<file path="src/rtl/button_pkg.sv">
// Shared constants and helpers for the push-button front end.
package button_pkg;

    localparam logic MODE_TOGGLE    = 1'b0;
    localparam logic MODE_MOMENTARY = 1'b1;

    function automatic int cnt_width(int cycles);
        return $clog2(cycles + 1);
    endfunction

endpackage

</file>
<file path="src/rtl/debounce_ch.sv">
// One button channel: two-flop synchronizer, stability counter, debounced level
// and a registered pulse on each accepted rising edge.
module debounce_ch
    import button_pkg::*;
#(
    parameter int DEBOUNCE_CYCLES = 1000000
) (
    input  logic clk,
    input  logic rst,
    input  logic din,
    output logic stable_next,
    output logic stable,
    output logic rise
);

    localparam int CNT_W = cnt_width(DEBOUNCE_CYCLES);
    localparam logic [CNT_W-1:0] CNT_MAX = CNT_W'(DEBOUNCE_CYCLES - 1);

    logic             sync1_q, sync1_d;
    logic             sync2_q, sync2_d;
    logic             stable_q, stable_d;
    logic             rise_q, rise_d;
    logic [CNT_W-1:0] cnt_q, cnt_d;

    // Any edge where the synchronized input agrees with the accepted level restarts the count.
    always_comb begin
        sync1_d  = din;
        sync2_d  = sync1_q;
        stable_d = stable_q;
        cnt_d    = '0;
        if (sync2_q != stable_q) begin
            if (cnt_q == CNT_MAX) begin
                stable_d = sync2_q;
            end else begin
                cnt_d = cnt_q + CNT_W'(1);
            end
        end
        rise_d = stable_d & ~stable_q;
    end

    always_ff @(posedge clk) begin
        if (rst) begin
            sync1_q  <= 1'b0;
            sync2_q  <= 1'b0;
            stable_q <= 1'b0;
            rise_q   <= 1'b0;
            cnt_q    <= '0;
        end else begin
            sync1_q  <= sync1_d;
            sync2_q  <= sync2_d;
            stable_q <= stable_d;
            rise_q   <= rise_d;
            cnt_q    <= cnt_d;
        end
    end

    assign stable_next = stable_d;
    assign stable      = stable_q;
    assign rise        = rise_q;

endmodule

</file>
<file path="src/rtl/button_toggle_bank.sv">
// Multi-channel push-button bank: debounced buttons drive lights that either
// toggle per press or follow the debounced level.
module button_toggle_bank
    import button_pkg::*;
#(
    parameter int              N_CH            = 4,
    parameter int              DEBOUNCE_CYCLES = 1000000,
    parameter logic [N_CH-1:0] INIT_LIGHT      = '0
) (
    input  logic            clk,
    input  logic            rst,
    input  logic [N_CH-1:0] button,
    input  logic [N_CH-1:0] mode,
    input  logic            clear,
    output logic [N_CH-1:0] light,
    output logic [N_CH-1:0] press_pulse
);

    logic [N_CH-1:0] stable_next;
    logic [N_CH-1:0] stable;
    logic [N_CH-1:0] light_q, light_d;

    for (genvar i = 0; i < N_CH; i++) begin : g_ch
        debounce_ch #(
            .DEBOUNCE_CYCLES(DEBOUNCE_CYCLES)
        ) u_debounce (
            .clk        (clk),
            .rst        (rst),
            .din        (button[i]),
            .stable_next(stable_next[i]),
            .stable     (stable[i]),
            .rise       (press_pulse[i])
        );
    end

    // Toggle uses the same-edge rise so the light flips together with press_pulse.
    always_comb begin
        light_d = light_q;
        for (int i = 0; i < N_CH; i++) begin
            if (mode[i] == MODE_MOMENTARY) begin
                light_d[i] = stable_next[i];
            end else if (clear) begin
                light_d[i] = 1'b0;
            end else if (stable_next[i] & ~stable[i]) begin
                light_d[i] = ~light_q[i];
            end
        end
    end

    always_ff @(posedge clk) begin
        if (rst) begin
            light_q <= INIT_LIGHT;
        end else begin
            light_q <= light_d;
        end
    end

    assign light = light_q;

endmodule

</file>
<file path="config.mk">
export PLATFORM = sky130hd
export DESIGN_NAME = button_toggle_bank
export DESIGN_NICKNAME = d
export VERILOG_FILES = /design/src/rtl/button_pkg.sv /design/src/rtl/debounce_ch.sv /design/src/rtl/button_toggle_bank.sv
export SDC_FILE = /design/constraint.sdc
export NUM_CORES = 1
export LEC_CHECK = 0
export ABC_AREA = 1
export CAP_MARGIN = 10
export CORE_UTILIZATION = 35
export CTS_BUF_LIST = sky130_fd_sc_hd__clkbuf_2 sky130_fd_sc_hd__clkbuf_4 sky130_fd_sc_hd__clkbuf_8
export CTS_CLUSTER_SIZE = 12
export DETAILED_ROUTE_END_ITERATION = 12
export PLACE_DENSITY = 0.54
export SLEW_MARGIN = 25
export SYNTH_ARGS = -nofsm -noshare
export SYNTH_HDL_FRONTEND = slang
export SYNTH_SLANG_ARGS = --single-unit
</file>
<file path="constraint.sdc">
create_clock -name clk -period 1.5 [get_ports clk]
set_input_delay 0.3 -clock clk [delete_from_list [all_inputs] [get_ports clk]]
set_output_delay 0.3 -clock clk [all_outputs]
set_load 0.02 [all_outputs]
</file>
==> impl_metrics.yaml, run 1 <==
routing:
  wirelength_um: 13100
  detail_route.iter0.violations: 240
  ant_nets: 0
  num_vias: 4977
  drcViolationCount: 0
  vias_per_cell: 4.81
  first_pass_iters: 5
  wl_per_cell_um: 12.6
timing:
  worstMarginPinSlew_ns: 0.412
  drv_slew: 0
  period_share_pct: 102
  timing.fmax_ghz: 0.652
  setup_viol: 22
  finClkSkew_ns: 0.00895
  hold_viol_final: 0
  fin_ws_ns: -0.0345
  layout_min_cycle_time_ns: 1.53
  rsz0062_at_grt: "yes"
  finalSetupTns_ns: -0.405
  max_slew_margin_pct: 72.3
clock_network:
  tritoncts: "done"
  clkLatencyLatePin_ns: 0.38
  root_buffer: "clkbuf_8"
  path_clk_slew_ns: 0.10
  clk_path_buf_depth: 2
  cts.sinks: 100
  cts_htree_levels: 3
  numCtsBuffers: 9
power:
  p_leak_nw: 2.78
  power_density_nw_per_um2: 699
  power_mw: 4.83
  ir_drop_v: 0.000456
synth:
  synthTopCellsByCount: "nand2_1, nor2_1, inv_1"
  yosysTopAreaCell: "dfxtp_1"
  synth_edf_count: 0
  ys_types: 43
  synth_flop_cell: "dfxtp_1"
  synthTopCellsByArea: "dfxtp_1, nand2_1, nor2_1, inv_1, nand3_1"
  netlist.area_leader.share_pct: 38.0
  ys_seq_elements: 100
  yosysSeqAreaShare_pct: 38.0
  yosysWarnings: 0
  syn_inst: 758
  syn_nets: 773
  syn_area_um2: 5270
  avgSynthCellArea_um2: 6.95
  synth_most_common_cell: "nand2_1"
  synth_async_sr_flop_share_pct: 0
global_route:
  first_global_vias: 4857
  grt_max_degree: 21
  antenna_found_initial: 0
  grt_pass1_wl_um: 21600
  overflow: 0
  grt_usage_pct: 16.8
floorplan:
  die_h_um: 125
  die_w_um: 125
  start_util_pct: 36.1
  die_area_um2: 15500
  boundaryPins: 19
  fp.coreArea_um2: 14600
  rows: 44
place:
  dp.cells: 1004
  dp_hpwl_um: 9070
  numPortBuffers: 18
  gp_congestion: 0.836
  place_worst_setup_slack_ns: -0.155
  place_area_um2: 6030
status:
  violations: "negative setup slack"
  outcome: "finished, violations left"
worst_setup_path:
  worstSetupEndpointType: "register"
  cp.arrival_ns: 1.86
  path_max_fanout: 3
  critPathLaunchType: "register"
  required_ns: 1.82
  crit_type: "register to register"
final_layout:
  stdcell_count: 1035
  drive_gt1_share_pct: 28.8
  nets: 862
  fin_area_um2: 6910
  syn2layout_area_growth_pct: 31.2
  diodes: 0
worst_hold_path:
  min_path_type: "register to register"
flow_run:
  cap_violations: 0
-- metrics by stage --
step	util [%]	hold WS, ns
after floorplan	-	0.388
after CTS	44.2	0.401
after detailed placement	41.3	0.399
after global routing	47.4	0.405
final	47.4	0.408
after global placement	41.3	0.391
-- worst paths after layout --
check                           slack [ns]  depth (start not counted)                            to                         from
worst max-delay path                 -0.03                          9  g_ch[0].u_debounce.cnt_q[16]  g_ch[0].u_debounce.cnt_q[1]
worst min-delay path                  0.41                          2    g_ch[2].u_debounce.sync2_q   g_ch[2].u_debounce.sync1_q
worst max register to register       -0.03                          9  g_ch[0].u_debounce.cnt_q[16]  g_ch[0].u_debounce.cnt_q[1]
worst min register to register        0.41                          2    g_ch[2].u_debounce.sync2_q   g_ch[2].u_debounce.sync1_q
-- flip-flops by register name, indices dropped and copies added (netlist names) --
register and cells:
g_ch.u_debounce.sync1_q 4, g_ch.u_debounce.sync2_q 4, g_ch.u_debounce.rise 4, g_ch.u_debounce.cnt_q 80, g_ch.u_debounce.stable 4, light 4
-- per-layer routing --
metal  up-vias  wire (µm)  share of wire (%)  global-route usage, %
met5         -          0                  0                      0
met4         0        138                1.1                   5.46
met3        12        412                3.2                   3.91
met2        67       6350                 49                   28.4
met1      2298       6160                 47                   21.0
li1       2600          -                  -                      -
-- cells in the final DEF, fill, tap and decap left out, types with 5 or more instances in the layout --
cell type        instances
a21oi_1                 32
a21oi_2                 10
buf_4                   62
buf_6                    6
clkbuf_8                10
clkdlybuf4s50_1         10
dfxtp_1                 76
dfxtp_2                 22
dlygate4sd2_1            8
inv_1                  100
inv_2                   13
nand2_1                156
nand2_2                 18
nand2_4                  6
nand3_1                 41
nand3_2                  5
nand3b_1                 6
nand4_1                 29
nor2_1                  91
nor2_2                  19
nor2_4                  14
nor3_1                  15
nor3_2                  13
nor3_4                   8
nor3b_2                  8
o21ai_0                  7
or2_2                    5
xnor2_1                  5
xor2_1                  10
-- layout make-up --
type / count / area, µm²
clock buffer: 11 / 145
clock inverter: 4 / 73.8
fill: 1444 / 7680
inverter: 113 / 424
multi-input combinational: 531 / 3140
sequential: 100 / 2040
tap: 184 / 230
timing repair buffer: 92 / 858
-- power by group --
part | total [mW] | internal [mW] | switching (mW)
clock | 1.95 | 0.996 | 0.959
combinational | 0.194 | 0.0952 | 0.0984
sequential | 2.68 | 2.67 | 0.0126
-- critical path, cell delays in order, from the launching register on --
cell,delay [ns]
dfxtp_2,0.36
ha_4,0.15
nand2_4,0.06
nor2_4,0.12
buf_6,0.11
inv_2,0.04
nor3_4,0.21
nand2_2,0.09
or2_0,0.20
a21oi_1,0.14
-- kinds of logic after synthesis --
| logic type | Yosys count | share of synthesized area [%] |
|---|---|---|
| xor+xnor | 15 | 2.49 |
| fa+ha+maj | 4 | 0.950 |
| buf+inv | 127 | 10.2 |
| compound gates | 60 | 6.48 |
| flops | 100 | 38.0 |
| simple gates | 452 | 41.9 |
-- timing repair --
item                                    in CTS  in global routing
gates cloned                                 2                  3
gates resized for setup                     40                 98
buffers inserted                             3                  9
hold buffers                                 0                  0
endpoints found under the setup margin      82                 84
pin swaps                                   15                 28
(Power assumes the default switching activity.)
==> run 2, diff against run 1 <==
Settings changed: SYNTH_HIERARCHICAL set to 1.
==> run 2 against run 1 <==
Net effect: the run still ends with negative setup slack left; critical path depth grew 5; clock skew grew 0.0015 ns; fmax up 2.2%; first-iteration DRC count is 21% higher; count of clock-buffer cells in the layout up 1; die area decreased by 2.1%; flip-flop and latch count stayed put; final area down 4.7%; wire length shrank 5.7%; sequential share of layout area is 1.1 points higher; via count hardly changed; non-clock buffer count up 12; critical endpoint is now light[0]; highest routed layer unchanged.
==> impl_metrics.yaml, run 2 <==
synth:
  syn_nets: 792
  netlist.area_leader.share_pct: 38.8
  synth_async_sr_flop_share_pct: 0
  synthTopCellsByCount: "nor2_1, nand2_1, dfxtp_1"
  ys_seq_elements: 100
  yosysTopAreaCell: "dfxtp_1"
  yosysSeqAreaShare_pct: 38.8
  yosysWarnings: 6
  syn_area_um2: 5160
  synth_edf_count: 0
  avgSynthCellArea_um2: 6.64
  synth_flop_cell: "dfxtp_1"
  syn_inst: 777
  ys_types: 22
  synth_most_common_cell: "nor2_1"
  synthTopCellsByArea: "dfxtp_1, nor2_1, nand2_1, inv_1, nand3_1"
timing:
  setup_viol: 1
  fin_ws_ns: -0.000920
  worstMarginPinSlew_ns: 0.323
  timing.fmax_ghz: 0.666
  finClkSkew_ns: 0.0105
  period_share_pct: 100
  hold_viol_final: 0
  layout_min_cycle_time_ns: 1.50
  drv_slew: 0
  max_slew_margin_pct: 78.3
  rsz0062_at_grt: "yes"
final_layout:
  fin_area_um2: 6590
  diodes: 0
  drive_gt1_share_pct: 21.9
  syn2layout_area_growth_pct: 27.7
  final_cell_mix: "nor2_1, nand2_1, inv_1, dfxtp_1, buf_4"
  top_register: "g_ch.u_debounce/cnt_q"
  final_common_cell: "nor2_1"
  largest_reg_flops: 80
  nets: 903
place:
  dp_hpwl_um: 9260
  place_worst_setup_slack_ns: -0.160
  place_area_um2: 6120
  numPortBuffers: 18
  gp_congestion: 0.884
routing:
  wl_met1_um: 5780
  drcViolationCount: 0
  routed.top_layer: "met4"
  detail_route.iter0.violations: 291
  dr_wl_met3_um: 456
  vias_per_cell: 4.65
  wl_met2_um: 5870
  wl_per_cell_um: 11.5
  wirelength_um: 12300
  num_vias: 4981
  first_pass_iters: 4
  ant_nets: 0
global_route:
  grt_pass1_wl_um: 20700
  antenna_found_initial: 0
  grt_max_degree: 19
  grt_usage_pct: 17.4
  overflow: 0
  first_global_vias: 4718
status:
  outcome: "finished, violations left"
  violations: "negative setup slack"
power:
  p_comb_share_pct: 3.7
  power_frac_seq_pct: 57.4
  cellInternalPower_mw: 3.61
  power_density_nw_per_um2: 710
  ir_drop_v: 0.000417
  power.share.clock_pct: 39.0
  p_switching_mw: 1.07
  power_mw: 4.68
  p_leak_nw: 2.42
  netSwitchingFraction_pct: 22.8
worst_hold_path:
  min_path_type: "register to register"
clock_network:
  root_buffer: "clkbuf_8"
  numCtsBuffers: 9
  cts_hold_buf: 0
  cts.sinks: 100
  path_clk_slew_ns: 0.10
  cts_htree_levels: 3
  clkLatencyLatePin_ns: 0.39
  tritoncts: "done"
  clk_path_buf_depth: 2
floorplan:
  rows: 43
  start_util_pct: 36.4
  fp.coreArea_um2: 14100
  die_h_um: 123
  boundaryPins: 19
  die_area_um2: 15200
  die_w_um: 123
worst_setup_path:
  ff2ff_setup_slack_ns: -0.0009
  worstSetupEndpointType: "register"
  crit_type: "register to register"
  required_ns: 1.80
  critPathLaunchType: "register"
  cp.arrival_ns: 1.80
  path_max_fanout: 2
flow_run:
  cap_violations: 0
[run 2: cell types whose count changed after synthesis, sizes merged, moves of 3 or more]
cell / change
a31oi: -4
buf: -7
clkbuf: -3
nand2: -3
nand4: -5
nor2: +74
nor3: -27
nor3b: -12
o21ai: +4
o21bai: +4
xnor2: +3
xor2: +10
[run 2: critical path, cell delays in order (launching register included)]
cell     delay, ns
dfxtp_2       0.37
ha_4          0.16
nand2_4       0.06
inv_4         0.06
nand2_4       0.06
nor2_4        0.14
nand3_4       0.08
nand2_2       0.08
nand2_2       0.06
inv_2         0.06
nand2_2       0.05
nand2_1       0.05
nand2_1       0.05
nor2_1        0.10
nor2_1        0.04
[run 2: what timing repair did]
action,4_1_cts,5_1_grt
pin swaps,10,18
endpoints found under the setup margin,69,77
buffers inserted,4,2
resized for setup,48,38
cloned,0,0
endpoints found under the hold margin,0,0
[run 2: through the flow]
stage	TNS [ns]	utilization, %	hold slack [ns]	cells
final	-0.000920	46.5	0.395	1071
after global routing	-0.334	46.5	0.429	1071
after detailed placement	-9.01	43.2	0.395	1051
after floorplan	0	-	0.371	777
after global placement	-5.91	43.2	0.391	1051
after CTS	-0.00176	45.6	0.387	1069
[run 2: logic make-up (layout without fill, tap and decap cells)]
kind of cell,Yosys count,count (layout),synth area share (%)
buffers and inverters,115,229,8.95
AO/OA/AOI/OAI,56,56,5.92
XOR/XNOR,28,28,4.76
AND/OR/NAND/NOR,474,474,40.6
adder cells (fa/ha/maj),4,4,0.970
flip-flops,100,100,38.8
[run 2: power groups by stage]
stage	clock, mW	combinational, mW	sequential [mW]
2_1_floorplan	0	0.0787	2.75
3_3_place_gp	0	0.169	2.74
3_5_place_dp	0	0.174	2.75
4_1_cts	1.90	0.171	2.69
5_1_grt	1.98	0.194	2.69
6_report	1.82	0.171	2.68
[run 2: path summary, 6_finish.rpt]
path                               startpoint                    endpoint  depth (start not counted)
hold reg to reg    g_ch[2].u_debounce/sync1_q  g_ch[2].u_debounce/sync2_q                          2
hold / removal     g_ch[2].u_debounce/sync1_q  g_ch[2].u_debounce/sync2_q                          2
setup / recovery  g_ch[0].u_debounce/cnt_q[1]                    light[0]                         14
setup reg to reg  g_ch[0].u_debounce/cnt_q[1]                    light[0]                         14
[run 2: metal layers]
metal	up-vias	track usage, %
li1	2647	-
met1	2258	20.4
met2	59	30.1
met3	17	4.38
met4	0	6.63
met5	-	0
[run 2: cell type report]
cell class,instances,area [µm²]
multi-input combinational,562,2910
timing repair buffer,104,823
tap,180,225
clock inverter,2,35.0
sequential,100,2010
clock buffer,12,159
inverter,111,422
fill,1453,7560
